$ cat src/rtl/pipe_pkg.sv
// Shared pipeline definitions: IF/ID state encoding, opcode constants and the
// long-opcode classifier used by the fetch/decode boundary register.
package pipe_pkg;

    typedef enum logic [0:0] {
        S_OPC = 1'b0,
        S_IMM = 1'b1
    } state_e;

    localparam logic [3:0] LONG_OPC_HI = 4'hC;
    localparam logic [7:0] INT_OPC     = 8'hF8;

    // An opcode whose high nibble is LONG_OPC_HI is followed by an immediate byte.
    function automatic logic is_long_opc(input logic [7:0] opc);
        return (opc[7:4] == LONG_OPC_HI);
    endfunction

endpackage

$ cat src/rtl/if_id_long_reg_if.sv
// Fetch-to-decode bus of the IF/ID register: fetched byte and PCs in,
// assembled instruction, PCs and status out.
interface if_id_long_reg_if;

    logic       stall_D;
    logic       flush_D;
    logic [7:0] instr_F;
    logic [7:0] pc_F;
    logic [7:0] pc_plus_1_F;
    logic [7:0] instr_D;
    logic [7:0] imm_D;
    logic [7:0] pc_D;
    logic [7:0] pc_plus_1_D;
    logic       valid_D;
    logic       imm_pending;

    modport master (
        output stall_D, flush_D, instr_F, pc_F, pc_plus_1_F,
        input  instr_D, imm_D, pc_D, pc_plus_1_D, valid_D, imm_pending
    );

    modport slave (
        input  stall_D, flush_D, instr_F, pc_F, pc_plus_1_F,
        output instr_D, imm_D, pc_D, pc_plus_1_D, valid_D, imm_pending
    );

endinterface

$ cat src/rtl/if_id_long_reg.sv
// IF/ID register that assembles 1- or 2-byte instructions from a byte-wide fetch.
// Optional interrupt injection is enabled by defining IF_ID_INT_EN.
module if_id_long_reg
    import pipe_pkg::*;
(
    input  logic                    clk,
    input  logic                    reset,
`ifdef IF_ID_INT_EN
    input  logic                    int_req,
`endif
    if_id_long_reg_if.slave         bus
);

    state_e     state_q, state_d;
    logic [7:0] instr_q, instr_d;
    logic [7:0] imm_q, imm_d;
    logic [7:0] pc_q, pc_d;
    logic [7:0] pc1_q, pc1_d;
    logic       valid_q, valid_d;

`ifdef IF_ID_INT_EN
    logic       int_req_q, int_req_d;
    logic       int_pend_q, int_pend_d;
    logic       int_rise_s;
`endif

    // Next-state and next-output computation; flush outranks stall.
    always_comb begin
        state_d = state_q;
        instr_d = instr_q;
        imm_d   = imm_q;
        pc_d    = pc_q;
        pc1_d   = pc1_q;
        valid_d = valid_q;
`ifdef IF_ID_INT_EN
        int_req_d  = int_req;
        int_rise_s = int_req & ~int_req_q;
        int_pend_d = int_pend_q | int_rise_s;
`endif
        if (bus.flush_D) begin
            state_d = S_OPC;
            instr_d = 8'h00;
            imm_d   = 8'h00;
            pc_d    = 8'h00;
            pc1_d   = 8'h00;
            valid_d = 1'b0;
        end else if (bus.stall_D) begin
            state_d = state_q;
        end else begin
            case (state_q)
                S_OPC: begin
`ifdef IF_ID_INT_EN
                    if (int_pend_q) begin
                        // Injected op replaces this fetch; return address is the dropped byte's PC.
                        instr_d    = INT_OPC;
                        imm_d      = 8'h00;
                        pc_d       = bus.pc_F;
                        pc1_d      = bus.pc_F;
                        valid_d    = 1'b1;
                        state_d    = S_OPC;
                        int_pend_d = int_rise_s;
                    end else begin
`endif
                        instr_d = bus.instr_F;
                        imm_d   = 8'h00;
                        pc_d    = bus.pc_F;
                        pc1_d   = bus.pc_plus_1_F;
                        if (is_long_opc(bus.instr_F)) begin
                            valid_d = 1'b0;
                            state_d = S_IMM;
                        end else begin
                            valid_d = 1'b1;
                            state_d = S_OPC;
                        end
`ifdef IF_ID_INT_EN
                    end
`endif
                end
                S_IMM: begin
                    // Opcode and its PC stay; only the immediate and the next PC advance.
                    imm_d   = bus.instr_F;
                    pc1_d   = bus.pc_plus_1_F;
                    valid_d = 1'b1;
                    state_d = S_OPC;
                end
                default: begin
                    state_d = S_OPC;
                    valid_d = 1'b0;
                end
            endcase
        end
    end

    // State and output registers with asynchronous active-low reset.
    always_ff @(posedge clk or negedge reset) begin
        if (!reset) begin
            state_q <= S_OPC;
            instr_q <= 8'h00;
            imm_q   <= 8'h00;
            pc_q    <= 8'h00;
            pc1_q   <= 8'h00;
            valid_q <= 1'b0;
        end else begin
            state_q <= state_d;
            instr_q <= instr_d;
            imm_q   <= imm_d;
            pc_q    <= pc_d;
            pc1_q   <= pc1_d;
            valid_q <= valid_d;
        end
    end

`ifdef IF_ID_INT_EN
    // Interrupt edge detector and pending latch; survives flushes.
    always_ff @(posedge clk or negedge reset) begin
        if (!reset) begin
            int_req_q  <= 1'b0;
            int_pend_q <= 1'b0;
        end else begin
            int_req_q  <= int_req_d;
            int_pend_q <= int_pend_d;
        end
    end
`endif

    assign bus.instr_D     = instr_q;
    assign bus.imm_D       = imm_q;
    assign bus.pc_D        = pc_q;
    assign bus.pc_plus_1_D = pc1_q;
    assign bus.valid_D     = valid_q;
    assign bus.imm_pending = (state_q == S_IMM);

endmodule
$ cat src/flat_wrapper.sv
// flat-port wrapper written by rule: the top's interface ports become plain ports
module if_id_long_reg_flat import pipe_pkg::*;
  (clk, reset, bus_stall_D, bus_flush_D, bus_instr_F, bus_pc_F, bus_pc_plus_1_F, bus_instr_D, bus_imm_D, bus_pc_D, bus_pc_plus_1_D, bus_valid_D, bus_imm_pending);
  if_id_long_reg_if bus_i ();
  input  logic clk;
  input  logic reset;
  input wire logic [$bits(bus_i.stall_D)-1:0] bus_stall_D;
  input wire logic [$bits(bus_i.flush_D)-1:0] bus_flush_D;
  input wire logic [$bits(bus_i.instr_F)-1:0] bus_instr_F;
  input wire logic [$bits(bus_i.pc_F)-1:0] bus_pc_F;
  input wire logic [$bits(bus_i.pc_plus_1_F)-1:0] bus_pc_plus_1_F;
  output wire logic [$bits(bus_i.instr_D)-1:0] bus_instr_D;
  output wire logic [$bits(bus_i.imm_D)-1:0] bus_imm_D;
  output wire logic [$bits(bus_i.pc_D)-1:0] bus_pc_D;
  output wire logic [$bits(bus_i.pc_plus_1_D)-1:0] bus_pc_plus_1_D;
  output wire logic [$bits(bus_i.valid_D)-1:0] bus_valid_D;
  output wire logic [$bits(bus_i.imm_pending)-1:0] bus_imm_pending;
  assign bus_i.stall_D = bus_stall_D;
  assign bus_i.flush_D = bus_flush_D;
  assign bus_i.instr_F = bus_instr_F;
  assign bus_i.pc_F = bus_pc_F;
  assign bus_i.pc_plus_1_F = bus_pc_plus_1_F;
  assign bus_instr_D = bus_i.instr_D;
  assign bus_imm_D = bus_i.imm_D;
  assign bus_pc_D = bus_i.pc_D;
  assign bus_pc_plus_1_D = bus_i.pc_plus_1_D;
  assign bus_valid_D = bus_i.valid_D;
  assign bus_imm_pending = bus_i.imm_pending;
  if_id_long_reg u_core (.clk(clk), .reset(reset), .bus(bus_i));
endmodule
$ cat config.mk
export PLATFORM = sky130hd
export DESIGN_NAME = if_id_long_reg_flat
export DESIGN_NICKNAME = d
export VERILOG_FILES = /design/src/rtl/pipe_pkg.sv /design/src/rtl/if_id_long_reg_if.sv /design/src/rtl/if_id_long_reg.sv /design/src/flat_wrapper.sv
export SDC_FILE = /design/constraint.sdc
export NUM_CORES = 1
export LEC_CHECK = 0
export BUFFER_PORTS_ARGS = -buffer_cell sky130_fd_sc_hd__buf_2
export CAP_MARGIN = 20
export CELL_PAD_IN_SITES_DETAIL_PLACEMENT = 0
export CELL_PAD_IN_SITES_GLOBAL_PLACEMENT = 2
export CORE_ASPECT_RATIO = 1.5
export CORE_MARGIN = 2
export CORE_UTILIZATION = 25
export CTS_BUF_LIST = sky130_fd_sc_hd__clkbuf_16
export DETAILED_ROUTE_END_ITERATION = 8
export HOLD_SLACK_MARGIN = 0.08
export MAX_ROUTING_LAYER = met4
export PLACE_DENSITY = 0.76
export RECOVER_POWER = 50
export SYNTH_ARGS = -nofsm -noshare
export SYNTH_HDL_FRONTEND = slang
export SYNTH_SLANG_ARGS = --single-unit
$ cat constraint.sdc
create_clock -name clk -period 1.3 [get_ports clk]
set_clock_uncertainty 0.15 [all_clocks]
set_input_delay 0.26 -clock clk [delete_from_list [all_inputs] [get_ports clk]]
set_output_delay 0.26 -clock clk [all_outputs]
set_load 0.02 [all_outputs]
# After elaboration in Yosys (flattened, before gate mapping)
# Index checks and enable logic that the tools add are counted.
# totals
regBits	34
latchBits	0
mem_bits_rw	0
romBits	0
in_bits	28
word_cells	30
memories	0
# op_classes
addsub	0
mul	0
n_div	0
order_cmp	0
n_eq_ne	3
shift	0
mux	19
n_bitwise	1
reduce_logical	1
# op_table
cell	count
$mux 8	10
$pmux 8 s2	1
$mux 1	6
$eq 4x4->1 const B	1
$pmux 1 s2	2
$ne 2x1->1 const B	1
$ne 2x2->1 const B	1
$reduce_and 2->1	1
$not 1->1	1

# Longest topological paths before layout
# depth
depth_word	5
depth_mapped	4

# Worst setup path before layout
# OpenSTA, ideal clock, no wires.
# synth_timing
path_type	register -> register
start	register u_core.state_q, in the netlist u_core.bus.imm_pending
end	register u_core.instr_q[5], in the netlist u_core.bus.instr_D[5]
setup_ns	0.078
t_arrival_ns	1.139
t_required_ns	1.072
path_slack_ns	-0.067
stages_incl_launch_ff	4
n_path_buf	1
path_cell_list	dfrtp_1 buf_4 or3b_1 a21oi_1
# synth_via
elab_chain_len	2
# synth_rtl
element	line	source
from (decl)	if_id_long_reg.sv:14	state_e state_q, state_d;
from (signal assigned)	if_id_long_reg.sv:104	state_q <= state_d;
$ne 2x2->1 (no source line)	n/a	
$reduce_and 2->1 (no source line)	n/a	
to (signal assigned)	if_id_long_reg.sv:105	instr_q <= instr_d;
to (decl)	if_id_long_reg.sv:15	logic [7:0] instr_q, instr_d;
# Every way passes these cells.
# A chain may end at the register's enable or synchronous reset.

# Final worst setup path
# layout_timing
start	register u_core.state_q, in the netlist u_core.bus.imm_pending
end	output port bus_imm_pending
# layout_rtl
element	line	source
to (decl)	flat_wrapper.sv:17	output wire logic [$bits(bus_i.imm_pending)-1:0] bus_imm_pending;
# No word-level cell between the ends.

==> results.yml <==
synth:
  synth_xor_area_frac: 0
  synthAdderAreaFrac: 0
  synth_compound_gate_area_share: 0.1444
  synth_area_mm2: 0.001508
  postSynthCellCount: 143
  syn_area_per_cell_um2: 10.54
  synthTopCellsByArea: "dfrtp_1, or3b_1, a21oi_1"
  yosysTopAreaCell: "dfrtp_1"
  synth_top_family_by_area: "simple AND/OR/NAND/NOR gates"
  ys_seq_elements: 34
  yosysTopAreaCellShare: 0.5643
  synthSimpleGateAreaFrac: 0.1876
  synth.mux.area_fraction: 0.05311
  seq_area_frac_synth: 0.5643
  synth.lib_cells_used.distinct: 19
  synth_nets: 171
  ys.warnings.count: 0
floorplan:
  initial_core_util: 0.2587
  die_w_um: 67.41
  die_h_um: 99.11
  ioPinCount: 62
  core_area_mm2: 0.005828
  dieArea_mm2: 0.006681
  num_rows: 34
critical_path:
  cp_data_arrival_time_ns: 0.97
  cp-end-kind: "output port"
  cp_max_fo: 6
  cp.required_ns: 0.89
  rr_startpoint: "u_core.bus.imm_pending$_DFFE_PN0P_"
  crit_type: "reg -> out"
  start_kind: "register"
  cp-startpoint: "u_core.bus.imm_pending$_DFFE_PN0P_"
global_route:
  grt_use_total: 0.1207
  grt_max_degree: 35
  grt_overflow: 0
  grt_pass1_vias: 1306
  grt_first_pass_wirelength_um: 6072
  grt_antenna_before_repair: 0
placed_design:
  pre_cts_ws_ns: -0.02342
  place.gp.congestion: 0.6828
  port_buffers: 61
  place.detailed.hpwl_um: 2670
run_status:
  violations: "negative setup slack"
  status: "finished with violations"
finish:
  diodes: 0
  area_growth_pct: 47.22
  n_fill_cell: 593
  final_nets: 244
  multi_input_area_um2: 619.3
  final_common_cell: "buf_2"
  drive_gt1_frac: 0.4147
  regArea_um2: 852.1
  final_cell_mix: "buf_2, dfrtp_1, a21oi_1, o21ai_0, or3b_1"
clocking:
  cts_root_buf: "clkbuf_16"
  numCtsBuffers: 5
  path_clk_slew_ns: 0.05
  cts_max_path_buffers: 2
  h-tree-depth: 2
  cts_sinks: 34
  cts_tree: "done"
  clkLatencyLatePin_ns: 0.27
sta:
  timing.final.crit_share: 1.062
  slew_headroom: 0.6533
  period_minus_slack_ns: 1.381
  setup_viol: 14
  hold_violations: 0
  max_freq_mhz: 724.1
  grt_setup_unrepaired: "yes"
  fin_hold_ws_ns: 0.08192
  drv_slew: 0
  max_slew.worst_pin.slew_ns: 0.5130
  setup_ws_ns: -0.08105
power:
  p_per_area_mw_per_mm2: 1159
  peakVddDrop_v: 0.0007062
  p_leak_nw: 1.103
hold_path:
  hp-start: "bus_pc_plus_1_F[3]"
  hp-class: "in -> reg"
drt:
  drc_errors: 0
  met1_length_um: 1507
  highest_layer: "met3"
  viasPerCell: 4.533
  dr_wl_met3_um: 222
  antenna_left: 0
  vias: 1310
  drt-initial-drc-count: 77
  wl_met2_um: 1988
  wirelength_um: 3718
  wl_per_cell_um: 12.87
  dr.pass1.iters: 4
run:
  max_cap_violations: 0
[routing by layer]
layer / vias up / track usage
met5: - / -
met4: 0 / 0.01413
met3: 0 / 0.04072
met2: 41 / 0.2034
met1: 617 / 0.1423
li1: 652 / -
[critical path: stages (launching register included)]
cell     delay, ns
dfrtp_2       0.44
buf_6         0.14
buf_6         0.12
[path summary, 6_finish.rpt]
kind,slack (ns),to,cells past startpoint
max reg2reg,-0.04,u_core.bus.pc_D[7]$_DFFE_PN0P_,3
min reg2reg,0.37,u_core.bus.pc_plus_1_D[5]$_DFFE_PN0P_,2
max,-0.08,bus_imm_pending,2
min,0.08,u_core.bus.pc_plus_1_D[3]$_DFFE_PN0P_,3
min in group asynchronous,0.44,u_core.bus.pc_plus_1_D[0]$_DFFE_PN0P_,3
max in group asynchronous,0.21,u_core.bus.imm_pending$_DFFE_PN0P_,3
[cell usage after synthesis]
library cell,instances
a21oi_1,24
a221oi_1,1
buf_2,3
buf_4,2
buf_6,1
clkbuf_1,7
clkbuf_2,1
dfrtp_1,34
inv_1,1
mux2i_1,8
nand2_1,9
nand3b_1,8
nor2_1,9
nor3_1,1
nor4bb_1,1
o21ai_0,16
o2bb2ai_1,1
or3b_1,14
or3b_2,2
[cell families after synthesis]
kind of cell / count (synthesis)
AO/OA/AOI/OAI: 42
flip-flops: 34
buffers and inverters: 15
AND/OR/NAND/NOR: 44
multiplexers: 8
[sequential cells by signal, indices dropped and copies added (netlist names)]
register                flops
u_core.bus.imm_pending      1
u_core.bus.valid_D          1
u_core.bus.pc_D             8
u_core.bus.pc_plus_1_D      8
u_core.bus.imm_D            8
u_core.bus.instr_D          8
[cell type report]
cell class                 instances  share of cell area
clock inverter                     3            0.005637
sequential                        34              0.3839
timing repair buffer              80              0.2328
inverter                           1            0.001691
multi-input combinational         94              0.2790
tap                               72             0.04059
clock buffer                       5             0.05637
[timing repair]
action / in CTS / in global routing
buffers inserted: 1 / 0
cloned: 0 / 0
hold buffers: 5 / 0
endpoints found under the setup margin: 15 / 19
hold endpoints to repair: 38 / 0
resized for setup: 4 / 7
[where the power goes]
group | total, mW | switching (mW) | internal [mW]
sequential | 1.13 | 0.0228 | 1.10
combinational | 0.352 | 0.197 | 0.155
clock | 1.09 | 0.402 | 0.691
total | 2.57 | 0.622 | 1.95
[per-stage QoR]
stage / power [mW] / TNS, ns / utilization / cell area [um^2] / cells
2_1_floorplan: 1.317 / -0.2486 / - / 1521 / 143
3_3_place_gp: 1.488 / 0 / 0.3439 / 2004 / 275
3_5_place_dp: 1.491 / -0.1306 / 0.3439 / 2004 / 275
4_1_cts: 2.623 / -0.4339 / 0.3800 / 2215 / 289
5_1_grt: 2.693 / -1.712 / 0.3809 / 2220 / 289
6_report: 2.572 / -0.4609 / 0.3809 / 2220 / 289
Power figures use the tool's default switching activity.
